`src/rtl/padctrl_attr_pkg.sv`:
```
// Shared constants for the pad attribute register block: sizes, register map, byte permits, bus FSM states.
// Pure declarations; no timing or flow-control behaviour of its own.
package padctrl_attr_pkg;

    localparam int NMioPads   = 32;
    localparam int NDioPads   = 15;
    localparam int AttrDw     = 10;
    localparam int NumRegs    = 17;
    localparam int PadsPerReg = 3;

    localparam int RegenIdx     = 0;
    localparam int DioPads0Idx  = 1;
    localparam int MioPads0Idx  = 6;
    localparam int MioPads10Idx = 16;

    localparam logic [6:0] REG_OFFSET [NumRegs] = '{
        7'h00,
        7'h04, 7'h08, 7'h0C, 7'h10, 7'h14,
        7'h18, 7'h1C, 7'h20, 7'h24, 7'h28, 7'h2C,
        7'h30, 7'h34, 7'h38, 7'h3C, 7'h40
    };

    localparam logic [3:0] PERMIT [NumRegs] = '{
        4'b0001,
        4'b1111, 4'b1111, 4'b1111, 4'b1111, 4'b1111,
        4'b1111, 4'b1111, 4'b1111, 4'b1111, 4'b1111, 4'b1111,
        4'b1111, 4'b1111, 4'b1111, 4'b1111, 4'b0111
    };

    typedef enum logic {
        IDLE = 1'b0,
        RESP = 1'b1
    } bus_state_e;

endpackage

```
`src/rtl/padctrl_bus_if.sv`:
```
// Single-outstanding req/gnt/rvalid handshake with captured response data and error flag.
// Response one cycle after grant; no grant while a response waits for rready.
module padctrl_bus_if
    import padctrl_attr_pkg::*;
(
    input  logic        clk,
    input  logic        rst,
    input  logic        req,
    input  logic        rready,
    input  logic [31:0] resp_rdata,
    input  logic        resp_err,
    output logic        gnt,
    output logic        accept,
    output logic        rvalid,
    output logic [31:0] rdata,
    output logic        err
);

    bus_state_e  state_q;
    bus_state_e  state_d;
    logic [31:0] rdata_q;
    logic        err_q;

    always_ff @(posedge clk) begin
        if (rst) begin
            state_q <= IDLE;
            rdata_q <= '0;
            err_q   <= 1'b0;
        end else begin
            state_q <= state_d;
            if (accept) begin
                rdata_q <= resp_rdata;
                err_q   <= resp_err;
            end
        end
    end

    always_comb begin
        state_d = state_q;
        gnt     = 1'b0;
        accept  = 1'b0;
        rvalid  = 1'b0;
        case (state_q)
            IDLE: begin
                gnt    = !rst;
                accept = req && !rst;
                if (accept) state_d = RESP;
            end
            RESP: begin
                rvalid = 1'b1;
                if (rready) state_d = IDLE;
            end
            default: state_d = IDLE;
        endcase
    end

    assign rdata = rdata_q;
    assign err   = err_q;

endmodule

```
`src/rtl/padctrl_attr_regs.sv`:
```
// Register-mapped MIO/DIO pad attributes with WARL masking and a sticky write-0-to-clear lock.
// Attribute outputs update on the accepting edge; one access in flight, held until rready.
module padctrl_attr_regs #(
    parameter int                                        NMioPads = padctrl_attr_pkg::NMioPads,
    parameter int                                        NDioPads = padctrl_attr_pkg::NDioPads,
    parameter int                                        AttrDw   = padctrl_attr_pkg::AttrDw,
    parameter logic [AttrDw-1:0]                         WarlMask = '1
) (
    input  logic                         clk_i,
    input  logic                         rst_i,
    input  logic                         req_i,
    input  logic                         we_i,
    input  logic [6:0]                   addr_i,
    input  logic [31:0]                  wdata_i,
    input  logic [3:0]                   be_i,
    output logic                         gnt_o,
    output logic                         rvalid_o,
    input  logic                         rready_i,
    output logic [31:0]                  rdata_o,
    output logic                         err_o,
    output logic [NMioPads*AttrDw-1:0]   mio_attr_o,
    output logic [NDioPads*AttrDw-1:0]   dio_attr_o
);
    import padctrl_attr_pkg::*;

    logic              regen_q;
    logic [AttrDw-1:0] mio_q [NMioPads];
    logic [AttrDw-1:0] dio_q [NDioPads];

    logic        hit;
    logic [4:0]  hit_idx;
    logic [3:0]  permit;
    logic        acc_err;
    logic        accept;
    logic        wr_en;
    logic [31:0] rd_word;
    logic [31:0] resp_rdata;

    // Exact offset match also rejects misaligned and out-of-range addresses.
    always_comb begin
        hit     = 1'b0;
        hit_idx = '0;
        for (int r = 0; r < NumRegs; r++) begin
            if (addr_i == REG_OFFSET[r]) begin
                hit     = 1'b1;
                hit_idx = 5'(r);
            end
        end
    end

    assign permit  = PERMIT[hit_idx];
    assign acc_err = !hit || (we_i && ((be_i & permit) != permit));
    assign wr_en   = accept && we_i && !acc_err;

    always_ff @(posedge clk_i) begin
        if (rst_i) begin
            regen_q <= 1'b1;
            for (int k = 0; k < NMioPads; k++) mio_q[k] <= '0;
            for (int k = 0; k < NDioPads; k++) dio_q[k] <= '0;
        end else if (wr_en) begin
            if (hit_idx == 5'(RegenIdx) && !wdata_i[0]) regen_q <= 1'b0;
            if (regen_q) begin
                for (int k = 0; k < NMioPads; k++) begin
                    if (hit_idx == 5'(MioPads0Idx + k / PadsPerReg))
                        mio_q[k] <= wdata_i[(k % PadsPerReg)*AttrDw +: AttrDw] & WarlMask;
                end
                for (int k = 0; k < NDioPads; k++) begin
                    if (hit_idx == 5'(DioPads0Idx + k / PadsPerReg))
                        dio_q[k] <= wdata_i[(k % PadsPerReg)*AttrDw +: AttrDw] & WarlMask;
                end
            end
        end
    end

    // Unbacked field positions (bits 31:30, and MIO_PADS10 above pad 31) fall out as zero.
    always_comb begin
        rd_word = '0;
        if (hit_idx == 5'(RegenIdx)) rd_word[0] = regen_q;
        for (int k = 0; k < NMioPads; k++) begin
            if (hit_idx == 5'(MioPads0Idx + k / PadsPerReg))
                rd_word[(k % PadsPerReg)*AttrDw +: AttrDw] = mio_q[k];
        end
        for (int k = 0; k < NDioPads; k++) begin
            if (hit_idx == 5'(DioPads0Idx + k / PadsPerReg))
                rd_word[(k % PadsPerReg)*AttrDw +: AttrDw] = dio_q[k];
        end
    end

    assign resp_rdata = (acc_err || we_i) ? 32'd0 : rd_word;

    for (genvar k = 0; k < NMioPads; k++) begin : g_mio_out
        assign mio_attr_o[k*AttrDw +: AttrDw] = mio_q[k];
    end
    for (genvar k = 0; k < NDioPads; k++) begin : g_dio_out
        assign dio_attr_o[k*AttrDw +: AttrDw] = dio_q[k];
    end

    logic unused_wdata;
    assign unused_wdata = ^wdata_i[31:30];

    padctrl_bus_if u_bus_if (
        .clk        (clk_i),
        .rst        (rst_i),
        .req        (req_i),
        .rready     (rready_i),
        .resp_rdata (resp_rdata),
        .resp_err   (acc_err),
        .gnt        (gnt_o),
        .accept     (accept),
        .rvalid     (rvalid_o),
        .rdata      (rdata_o),
        .err        (err_o)
    );

endmodule

```
`config.mk`:
```
export PLATFORM = sky130hd
export DESIGN_NAME = padctrl_attr_regs
export DESIGN_NICKNAME = d
export VERILOG_FILES = /design/src/rtl/padctrl_attr_pkg.sv /design/src/rtl/padctrl_bus_if.sv /design/src/rtl/padctrl_attr_regs.sv
export SDC_FILE = /design/constraint.sdc
export NUM_CORES = 1
export LEC_CHECK = 0
export ABC_CLOCK_PERIOD_IN_PS = 9100
export BUFFER_PORTS_ARGS = -buffer_cell sky130_fd_sc_hd__buf_4
export CAP_MARGIN = 10
export CELL_PAD_IN_SITES_DETAIL_PLACEMENT = 0
export CELL_PAD_IN_SITES_GLOBAL_PLACEMENT = 1
export CORE_MARGIN = 1
export CORE_UTILIZATION = 35
export DETAILED_ROUTE_END_ITERATION = 16
export PLACE_DENSITY = 0.75
export REMOVE_ABC_BUFFERS = 1
export SLEW_MARGIN = 30
export SYNTH_ARGS = -nofsm -noshare
export SYNTH_HDL_FRONTEND = slang
export SYNTH_SLANG_ARGS = --single-unit
```
`constraint.sdc`:
```
create_clock -name clk_i -period 9.1 [get_ports clk_i]
set_clock_uncertainty 0.05 [all_clocks]
set_input_delay 1.82 -clock clk_i [delete_from_list [all_inputs] [get_ports clk_i]]
set_output_delay 1.82 -clock clk_i [all_outputs]
set_load 0.005 [all_outputs]
```
## Yosys cells after proc, flatten, opt, wreduce, memory -nomap -nowiden

Memories as Yosys holds them, arrays and structs flattened.
Cells that the tools add are included.

| storage, ports and cells | value |
|---|---|
| RAM bits | 470 |
| flip-flop bits (word level) | 35 |
| word-level logic and storage cells | 324 |
| output and inout bits | 505 |
| input bits | 48 |
| memories | 3 |
| ROM bits | 128 |

Memory list:

| name | words | width | rd ports | clocked after Yosys merged registers in | write ports | RTL line | text |
|---|---|---|---|---|---|---|---|
| mio_q | 32 | 10 | 32 | 0 | 32 | padctrl_attr_regs.sv:27 | `logic [AttrDw-1:0] mio_q [NMioPads];` |
| dio_q | 15 | 10 | 15 | 0 | 15 | padctrl_attr_regs.sv:28 | `logic [AttrDw-1:0] dio_q [NDioPads];` |
| (no name shown) | 32 | 4 | 1 | 0 | 0 | padctrl_attr_regs.sv:51 | `assign permit = PERMIT[hit_idx];` |

| cells by class | value |
|---|---|
| eq/ne operators | 33 |
| reductions and logical operators | 14 |
| mux-type cells | 219 |
| bitwise gates (word level) | 50 |
| order comparisons | 1 |

Operators with widths:

| cell | count |
|---|---|
| 10-bit 2-to-1 mux | 94 |
| 1-bit 2-to-1 mux | 106 |
| 7-bit by 6-bit == test with 1-bit output, second input constant | 8 |
| 1-bit OR | 47 |
| 5-bit by 4-bit == test with 1-bit output, second input constant | 8 |
| 4-bit 2-to-1 mux | 10 |
| 30-bit 2-to-1 mux | 1 |
| 7-bit by 5-bit == test with 1-bit output, second input constant | 4 |
| 5-bit by 3-bit == test with 1-bit output, second input constant | 4 |
| 7-bit by 4-bit == test with 1-bit output, second input constant | 2 |
| 3-bit 2-to-1 mux | 4 |
| 5-bit by 2-bit == test with 1-bit output, second input constant | 2 |
| 7-bit by 3-bit == test with 1-bit output, second input constant | 1 |
| 7-bit == test, second input constant | 1 |
| 7-bit logical NOT | 1 |
| 6-bit greater-or-equal comparator, second input constant | 1 |
| 5-bit NOT with 6-bit output | 1 |
| 5-bit by 1-bit == test with 1-bit output, second input constant | 1 |
| 5-bit == test, second input constant | 1 |
| 1-bit logical AND | 5 |
| 5-bit logical NOT | 1 |
| 5-bit 2-to-1 mux | 1 |
| 4-bit bitwise AND | 1 |
| 1-bit logical NOT | 4 |
| other kinds (6) | 8 |

## Depth between registers and ports, before layout

Gate-level depths: netlist (run 1).

| depth | value |
|---|---|
| depth in word-level cells | 36 |
| gate-level depth with buffers | 11 |
| depth with buffers taken out | 6 |

## Hierarchy

From an unflattened synthesis (run 1), not the netlist that was laid out.

| second synthesis, totals | value |
|---|---|
| cell total of the unflattened synthesis | 1935 |
| area total of the unflattened synthesis | 22753.1 µm² |

By module, submodules not included:

| module | cells each | seq. area each (µm²) | times used | area an instance (µm²) |
|---|---|---|---|---|
| padctrl_attr_regs | 1781 | 14133.6 | 1 | 21091.5 |
| padctrl_bus_if | 154 | 680.7 | 1 | 1661.6 |

## Worst setup path before layout (run 1)

Ideal clock, no wire load.

| timing path | value |
|---|---|
| path type | in2reg |
| start point | in addr_i[2] |
| end point | mem dio_q[12][0] (netlist: dio_q[1][40]), enable pin |
| stages on the path | 5 |
| arrival | 5019 ps |
| path slack | 3572 ps |
| buffers on the path | 2 |
| required time | 8591 ps |
| library setup time | 459 ps |
| cell sequence | buf_2 nor4b_4 nand2_1 clkbuf_1 o21ai_0 |

RTL lines:

| element | RTL line | text |
|---|---|---|
| start: declaration | padctrl_attr_regs.sv:13 | `input logic [6:0] addr_i,` |
| end: declaration | padctrl_attr_regs.sv:28 |  |

==> impl_metrics.tcl, run 1 <==
set metrics [dict create \
    status "finished, final reports clean" \
    final_cell_mix "609 x buf_4, 470 x edfxtp_1, 337 x nor2_1" \
    clk_pin_slew_ps 60 \
    max-clock-path-buffers 3 \
    clock_power_share_pct 40.3 \
    hold_class "reg -> reg" \
    relSlewSlack_pct 26.6 \
    worstPathArrival_ps 5890 \
    start_kind "primary input" \
    power_mw 5.47 \
    seqPwrFrac_pct 50.3 \
    p_int_mw 4.12 \
    ys_ff_latch 503 \
    ys_warn_count 0 \
    routedWlPerCell_um 35.0 \
    cap_violations 0 \
    h-tree-depth 2 \
    vias 19400 \
    drt_pass1_iterations 5 \
    regToRegSetupSlack_ps 4680 \
    hp-start "u_bus_if.rdata[9]" \
    postCtsHoldBufs 0 \
    synthArstFlopShare_pct 0 \
    hold_violations 0 \
    areaGrowthSynthToFinish_pct 30.9 \
    grtUsageTotal_pct 34.0 \
    start_util_pct 35.5 \
    postCtsResizedCells 0 \
    rsz0062_at_grt "no" \
    drive_gt1_share_pct 33.8 \
    num-nets-final 2371 \
    core_mm2 0.0619 \
    ys.flop_type "edfxtp_1" \
    insertion_delay_ps 600 \
    synth_compound_area_share_pct 13.3 \
    synth-simple-area-share_pct 13.0 \
    tns_ps 0 \
    endpoint_kind "flop" \
    yosysUniqueCellTypes 85 \
    worstReg2RegStart "u_bus_if.state_q" \
    p_leak_nw 11.1 \
    io_buffers 548 \
    final_common_cell "buf_4" \
    yosys.area_share.xor_xnor_pct 0.0398 \
    required_ps 9310 \
    grt_pass1_vias 18400 \
    ant_nets 0 \
    min_path_cells 2 \
    avgSynthCellArea_um2 12.2 \
    fillers 5793 \
    grt_pass1_wl_mm 148 \
    globalRouteOverflowTotal 0 \
    rows 91 \
    cts_sinks 503 \
    fmax_mhz 176 \
    grt_start_max_net_pins 49 \
    post-cts-setup-buffer-count 0 \
    drc 0 \
    synthAdderAreaFrac_pct 0 \
    place_hpwl_mm 74.2 \
    synth_edf_count 470 \
    synth_cells 1811 \
    wl_mm 112 \
    combPwrFrac_pct 9.4 \
    synth_area_mm2 0.0220 \
    cts_tree "yes" \
    fp.dieH_um 253 \
    ios 553 \
    setup_viol 0 \
    fp.dieW_um 253 \
    synthMuxAreaShare_pct 2.36 \
    worst_slew_pin_slew_ps 1100 \
    path_class "in -> reg" \
    first_iter_violations 2899 \
    switching_share_pct 24.6 \
    cts_root_buffer "clkbuf_16" \
    dieArea_mm2 0.0639 \
    antenna_found_initial 2 \
    min_to "u_bus_if.rdata[9]" \
    seq_area_frac_synth_pct 67.1 \
    synth_top_family_by_area "compound AO/OA/AOI/OAI gates" \
    power.density_mw_per_mm2 190 \
    report.final.slew_viol_count 0 \
    finalCritPeriodShare_pct 62.5 \
    cts_buffers 53 \
    period_needed_ps 5690 \
    gp_congestion 0.905 \
    crit_fanout 31 \
    vias_per_cell 6.07 \
    reg2reg_depth 8 \
    r2r_end "mio_q[0][176]" \
    p_sw_mw 1.35 \
    ir_drop_uv 127 \
]
==> metal layers <==
metal / vias to the layer above / share of wire, % / track usage, %
li1: 7748 / - / -
met1: 9638 / 37 / 45.2
met2: 1747 / 45 / 52.9
met3: 307 / 13 / 7.91
met4: 4 / 4.9 / 14.9
met5: - / 0.025 / 0
==> final cells by class <==
class                   count  area (um2)  share of cell area, %
flip-flops and latches    503       14800                   51.3
multi-input cells        1098        6460                   22.4
repair buffers            609        4570                   15.9
clock buffers              73        1480                   5.15
well taps                 837        1050                   3.63
clock inverters            25         258                  0.894
inverters                  58         218                  0.756
diodes                      1        2.50                0.00868
==> sequential cells by signal, indices dropped and copies added (netlist names) <==
register	count
dio_q	150
mio_q	320
regen_q	1
u_bus_if.err	1
u_bus_if.rdata	30
u_bus_if.state_q	1
==> critical path, stage by stage <==
cell and delay [ps]:
buf_4 300, or3b_2 530, buf_4 370, a211oi_2 440, and2_1 200, buf_4 270
nand2_2 640, nand2_2 740, buf_4 470
==> power groups by stage <==
stage	Sequential, mW	Combinational, mW	Clock, mW
after floorplan	2.76	0.130	0
after global placement	2.79	0.499	0
after detailed placement	2.79	0.506	0
after CTS	2.75	0.507	2.21
after global routing	2.76	0.528	2.29
final	2.75	0.515	2.20
==> cell families (layout without fill, tap and decap cells) <==
| family | Yosys count | after routing |
|---|---|---|
| buf+inv | 211 | 765 |
| mux | 50 | 50 |
| other cells | 1 | 3 |
| flops | 503 | 503 |
| compound gates | 417 | 417 |
| xor+xnor | 1 | 1 |
| simple gates | 628 | 628 |
==> Yosys cell counts (8+ instances only) <==
cell / count / area share [%]
mux2i_1: 34 / 1.5
a22oi_1: 39 / 1.3
dfxtp_1: 33 / 3.0
o21ai_0: 61 / 1.4
buf_2: 43 / 0.98
inv_1: 57 / 0.97
o22ai_1: 28 / 0.80
a21oi_1: 91 / 2.1
o21ai_1: 19 / 0.43
a2111oi_0: 14 / 0.56
nor2_1: 339 / 5.8
nand3_1: 24 / 0.55
a221oi_1: 36 / 1.4
nor3_1: 28 / 0.64
nor2_2: 32 / 0.91
o221ai_1: 21 / 0.84
o2bb2ai_1: 9 / 0.36
mux2_2: 16 / 0.82
a32oi_1: 11 / 0.44
edfxtp_1: 470 / 64
clkbuf_1: 93 / 1.6
nand2_1: 144 / 2.5
buf_4: 8 / 0.27
==> per-stage QoR <==
| stage | setup WS [ps] | instance area, um2 | std cells | util (%) | hold WS, ps |
|---|---|---|---|---|---|
| 2_1_floorplan | 3040 | 21300 | 1659 | - | 392 |
| 3_3_place_gp | 3020 | 27000 | 3104 | 43.6 | 418 |
| 3_5_place_dp | 2940 | 27100 | 3105 | 43.7 | 417 |
| 4_1_cts | 3580 | 28800 | 3203 | 46.5 | 427 |
| 5_1_grt | 3430 | 28800 | 3204 | 46.5 | 462 |
| 6_report | 3410 | 28800 | 3204 | 46.5 | 435 |
==> how the worst max path moves through the flow <==
| stage | start | to | slack (ps) | cells after the start |
|---|---|---|---|---|
| final | rst_i | mio_q[0][176] | 3410 | 9 |
| after global routing | addr_i[3] | mio_q[0][174] | 3430 | 9 |
| after CTS | addr_i[5] | mio_q[0][179] | 3580 | 9 |
| after detailed placement | addr_i[5] | mio_q[0][170] | 2940 | 9 |
| after global placement | addr_i[5] | dio_q[0][20] | 3020 | 9 |
| after floorplan | addr_i[3] | dio_q[1][40] | 3040 | 3 |
Power figures use the tool's default switching activity.
==> inputs of run 2 (changes only) <==
- ABC_CLOCK_PERIOD_IN_PS: 9100 -> 5300
- clock period: 9.1 -> 5.3 ns (I/O delays scaled with it)
==> impl_metrics.tcl, run 2 (same netlist as run 1, synthesis figures left out) <==
set metrics [dict create \
    combPwrFrac_pct 9.7 \
    largest_reg_flops 320 \
    postCtsResizedCells 0 \
    r2r_end "mio_q[0][314]" \
    start_kind "primary input" \
    path_class "in -> reg" \
    dieArea_mm2 0.0639 \
    fp.dieH_um 253 \
    place_inst 3137 \
    vias_per_cell 6.04 \
    required_ps 5560 \
    fp.dieW_um 253 \
    wl_mm 113 \
    power_mw 9.44 \
    power.density_mw_per_mm2 324 \
    worst-path-buf-inv 2 \
    regToRegSetupSlack_ps 2140 \
    drive_gt1_share_pct 34.8 \
    clock_power_share_pct 40.3 \
    cts_root_buffer "clkbuf_16" \
    worstPathArrival_ps 4100 \
    fmax_mhz 260 \
    grt_pass1_wl_mm 149 \
    critPathSlowestCell "and2_1" \
    postCtsHoldBufs 0 \
    num-nets-final 2404 \
    switching_share_pct 24.8 \
    cp_top_family "simple AND/OR/NAND/NOR gates" \
    cap_violations 0 \
    antenna_found_initial 2 \
    status "finished, final reports clean" \
    seqPwrFrac_pct 50.0 \
    vias 19500 \
    max_stage_delay_ps 750 \
    areaGrowthSynthToFinish_pct 32.5 \
    hold_violations 0 \
    p_sw_mw 2.34 \
    core_mm2 0.0619 \
    worst_slew_pin_slew_ps 1090 \
    crit_chain "buf_4 > nor4_4 > nand3_1 > a211oi_2 > and2_1 > nand2_1 > nand2_2 > buf_12" \
    rsz0062_at_grt "no" \
    stdcell_area_mm2 0.0292 \
    finalCritPeriodShare_pct 72.5 \
    io_buffers 548 \
    reg2reg_depth 6 \
    period_needed_ps 3840 \
    rows 91 \
    p_leak_nw 11.2 \
    max-clock-path-buffers 3 \
    crit_cells 8 \
    report.final.slew_viol_count 0 \
    cts_buffers 53 \
    fillers 5682 \
    tns_ps 0 \
    crit_end "mio_q[0][314]" \
    relSlewSlack_pct 27.1 \
    drc 0 \
    ios 553 \
    grtUsageTotal_pct 34.3 \
    cts_sinks 503 \
    post-cts-setup-buffer-count 0 \
    hold_class "reg -> reg" \
    endpoint_kind "flop" \
    crit_fanout 23 \
    setup_viol 0 \
    clk_pin_slew_ps 60 \
    worstReg2RegStart "u_bus_if.state_q" \
    placed_cell_area_mm2 0.0274 \
    crit_path_start "addr_i[3]" \
    cts_tree "yes" \
    first_iter_violations 2671 \
    final_common_cell "buf_4" \
    grt_start_max_net_pins 33 \
    ant_nets 0 \
    final_cell_mix "633 x buf_4, 470 x edfxtp_1, 337 x nor2_1" \
    globalRouteOverflowTotal 0 \
    routedWlPerCell_um 34.8 \
    drt_pass1_iterations 5 \
    holdWs_ps 441 \
    ir_drop_uv 224 \
    p_int_mw 7.10 \
    top_register "mio_q" \
    final_cells 3238 \
    gp_congestion 0.933 \
    grt_pass1_vias 18400 \
    insertion_delay_ps 610 \
    h-tree-depth 2 \
    start_util_pct 35.5 \
    place_hpwl_mm 77.2 \
]
[run 2: worst min path at each step]
| stage | start | end | slack, ps | depth (start not counted) |
|---|---|---|---|---|
| floorplan | regen_q | regen_q | 390 | 2 |
| global placement | regen_q | regen_q | 410 | 2 |
| detailed placement | u_bus_if.rdata[2] | u_bus_if.rdata[2] | 430 | 2 |
| CTS | u_bus_if.rdata[2] | u_bus_if.rdata[2] | 440 | 2 |
| global route | regen_q | regen_q | 470 | 2 |
| finish | u_bus_if.rdata[2] | u_bus_if.rdata[2] | 440 | 2 |
[run 2: layer usage]
layer | GRT usage [%] | routed length (um) | vias to the layer above
met5 | 0 | 0 | -
met4 | 15.5 | 5990 | 0
met3 | 8.87 | 14300 | 324
met2 | 53.4 | 51300 | 1683
met1 | 44.7 | 41300 | 9719
li1 | - | - | 7820
[run 2: power by group through the flow]
stage / clock, mW / combinational [mW] / sequential [mW]
after floorplan: 0 / 0.223 / 4.75
after global placement: 0 / 0.888 / 4.79
after detailed placement: 0 / 0.899 / 4.79
after CTS: 3.81 / 0.900 / 4.71
after global routing: 3.95 / 0.939 / 4.73
final: 3.81 / 0.913 / 4.72
[run 2: cell type report]
cell class	instances	area (um2)	share of cell area, %
tap	837	1050	3.59
multi-input combinational	1098	6440	22.1
clock inverter	25	238	0.815
timing repair buffer	642	4920	16.9
clock buffer	73	1520	5.22
sequential	503	14800	50.7
antenna	2	5.00	0.0172
inverter	58	220	0.755
[run 2: metrics by stage]
step                worst slack, ps  util [%]
finish                         1460      47.1
floorplan                     -2.39         -
global placement                934      44.2
global route                   1490      47.1
CTS                            1510      47.1
detailed placement              890      44.2
[run 2: tightest hold or removal path: stages, from the launching register on]
cell and delay, ps:
dfxtp_1 340, a21oi_1 60, o21ai_1 60
==> inputs of run 3 (changes only) <==
- ABC_CLOCK_PERIOD_IN_PS: 5300 -> 3200
- PLACE_DENSITY: 0.75 -> 0.77
- clock period: 5.3 -> 3.2 ns (I/O delays scaled with it)
==> impl_metrics.tcl, run 3 (same netlist as run 1, synthesis figures left out) <==
set metrics [dict create \
    postCtsHoldBufs 0 \
    fmax_mhz 354 \
    first_iter_violations 3295 \
    multi_input_area_mm2 0.00643 \
    antenna_found_initial 3 \
    fp.dieH_um 253 \
    path_class "reg -> reg" \
    period_needed_ps 2820 \
    fillers 5596 \
    place_hpwl_mm 80.2 \
    wl_mm 115 \
    worstPathArrival_ps 3230 \
    power.density_mw_per_mm2 517 \
    hp-start "rready_i" \
    r2r_end "mio_q[0][44]" \
    cts_sinks 503 \
    relSlewSlack_pct 43.0 \
    vias_per_cell 6.02 \
    drive_gt1_share_pct 36.9 \
    required_ps 3610 \
    drc 0 \
    report.final.slew_viol_count 0 \
    cts_root_buffer "clkbuf_16" \
    start_kind "flop" \
    areaGrowthSynthToFinish_pct 37.1 \
    worstReg2RegStart "u_bus_if.state_q" \
    globalRouteOverflowTotal 0 \
    dieArea_mm2 0.0639 \
    gp_congestion 0.936 \
    insertion_delay_ps 620 \
    worst_slew_pin_slew_ps 855 \
    final_common_cell "buf_4" \
    io_buffers 548 \
    ir_drop_uv 405 \
    hold_class "in -> reg" \
    status "finished, final reports clean" \
    fp.dieW_um 253 \
    final_cell_mix "692 x buf_4, 470 x edfxtp_1, 338 x nor2_1" \
    grt_pass1_wl_mm 152 \
    rows 91 \
    min_to "u_bus_if.state_q" \
    h-tree-depth 2 \
    critPathSlowestCell "or3_2" \
    setup_viol 0 \
    reg2reg_depth 6 \
    post-cts-setup-buffer-count 0 \
    rsz0062_at_grt "no" \
    postCtsResizedCells 0 \
    endpoint_kind "flop" \
    top_register "mio_q" \
    power_mw 15.6 \
    grt_start_max_net_pins 46 \
    grtUsageTotal_pct 34.8 \
    num-nets-final 2495 \
    min_path_cells 2 \
    seq_area_mm2 0.0148 \
    holdWs_ps 166 \
    max-clock-path-buffers 3 \
    regToRegSetupSlack_ps 380 \
    hold_violations 0 \
    tns_ps 0 \
    finalCritPeriodShare_pct 88.2 \
    grt_pass1_vias 19200 \
    cap_violations 0 \
    start_util_pct 35.5 \
    vias 20000 \
    max_stage_delay_ps 530 \
    drt_pass1_iterations 5 \
    placed_cell_area_mm2 0.0285 \
    cts_buffers 53 \
    largest_reg_flops 320 \
    stdcell_area_mm2 0.0302 \
    utilization_pct 48.7 \
    clk_pin_slew_ps 70 \
    crit_fanout 30 \
    core_mm2 0.0619 \
    ios 553 \
    routedWlPerCell_um 34.4 \
    cts_tree "yes" \
    crit_chain "or3b_2 > a211oi_2 > nand2_1 > or3_2 > buf_4 > nor2_2" \
    ant_nets 0 \
    p_leak_nw 11.8 \
]
[run 3: cell count changes in the layout (fill, tap and decap cells not counted), moves of 3 or more]
cell and change:
buf_12 +33, clkbuf_8 -5, clkbuf_1 +4, buf_4 +59
clkinv_1 +3
[run 3: report_power, final]
part | total (mW) | switching [mW] | leakage [nW] | internal [mW]
sequential | 7.84 | 0.307 | 4.98 | 7.54
clock | 6.16 | 2.69 | 0.821 | 3.47
combinational | 1.61 | 0.937 | 5.97 | 0.671
total | 15.6 | 3.93 | 11.8 | 11.7
[run 3: through the flow]
stage / setup WS (ps) / instances
after floorplan: -1680 / 1659
after global placement: 99.3 / 3229
after detailed placement: 69.5 / 3229
after CTS: 515 / 3328
after global routing: 393 / 3329
final: 377 / 3331
[run 3: critical path, delay by kind of cell (launching register included)]
kind | cells | cell delay, ps
AND/OR/NAND/NOR | 4 | 1420
AO/OA/AOI/OAI | 1 | 420
buffers and inverters | 1 | 370
flip-flops | 1 | 360
[run 3: layout make-up]
type                    instances  area share, %
flip-flops and latches        503           48.9
clock buffers                  72           4.87
multi-input cells            1098           21.3
inverters                      58          0.721
well taps                     837           3.47
repair buffers                733           19.9
diodes                          3         0.0249
clock inverters                27          0.750
[run 3: worst max-delay path by stage]
stage,start,cells after the start,to
3_3_place_gp,rst_i,7,mio_q[0][59]
2_1_floorplan,addr_i[3],3,dio_q[1][40]
5_1_grt,u_bus_if.state_q,6,mio_q[0][56]
4_1_cts,u_bus_if.state_q,6,mio_q[0][44]
6_report,u_bus_if.state_q,6,mio_q[0][44]
3_5_place_dp,addr_i[5],11,u_bus_if.rdata[13]
[run 3: routing by layer]
metal | track usage (%) | vias up | wire, um
met5 | 0 | - | 0
met4 | 17.6 | 0 | 6310
met3 | 9.42 | 301 | 16000
met2 | 53.6 | 1838 | 52000
met1 | 45.1 | 9897 | 40200
li1 | - | 8005 | -
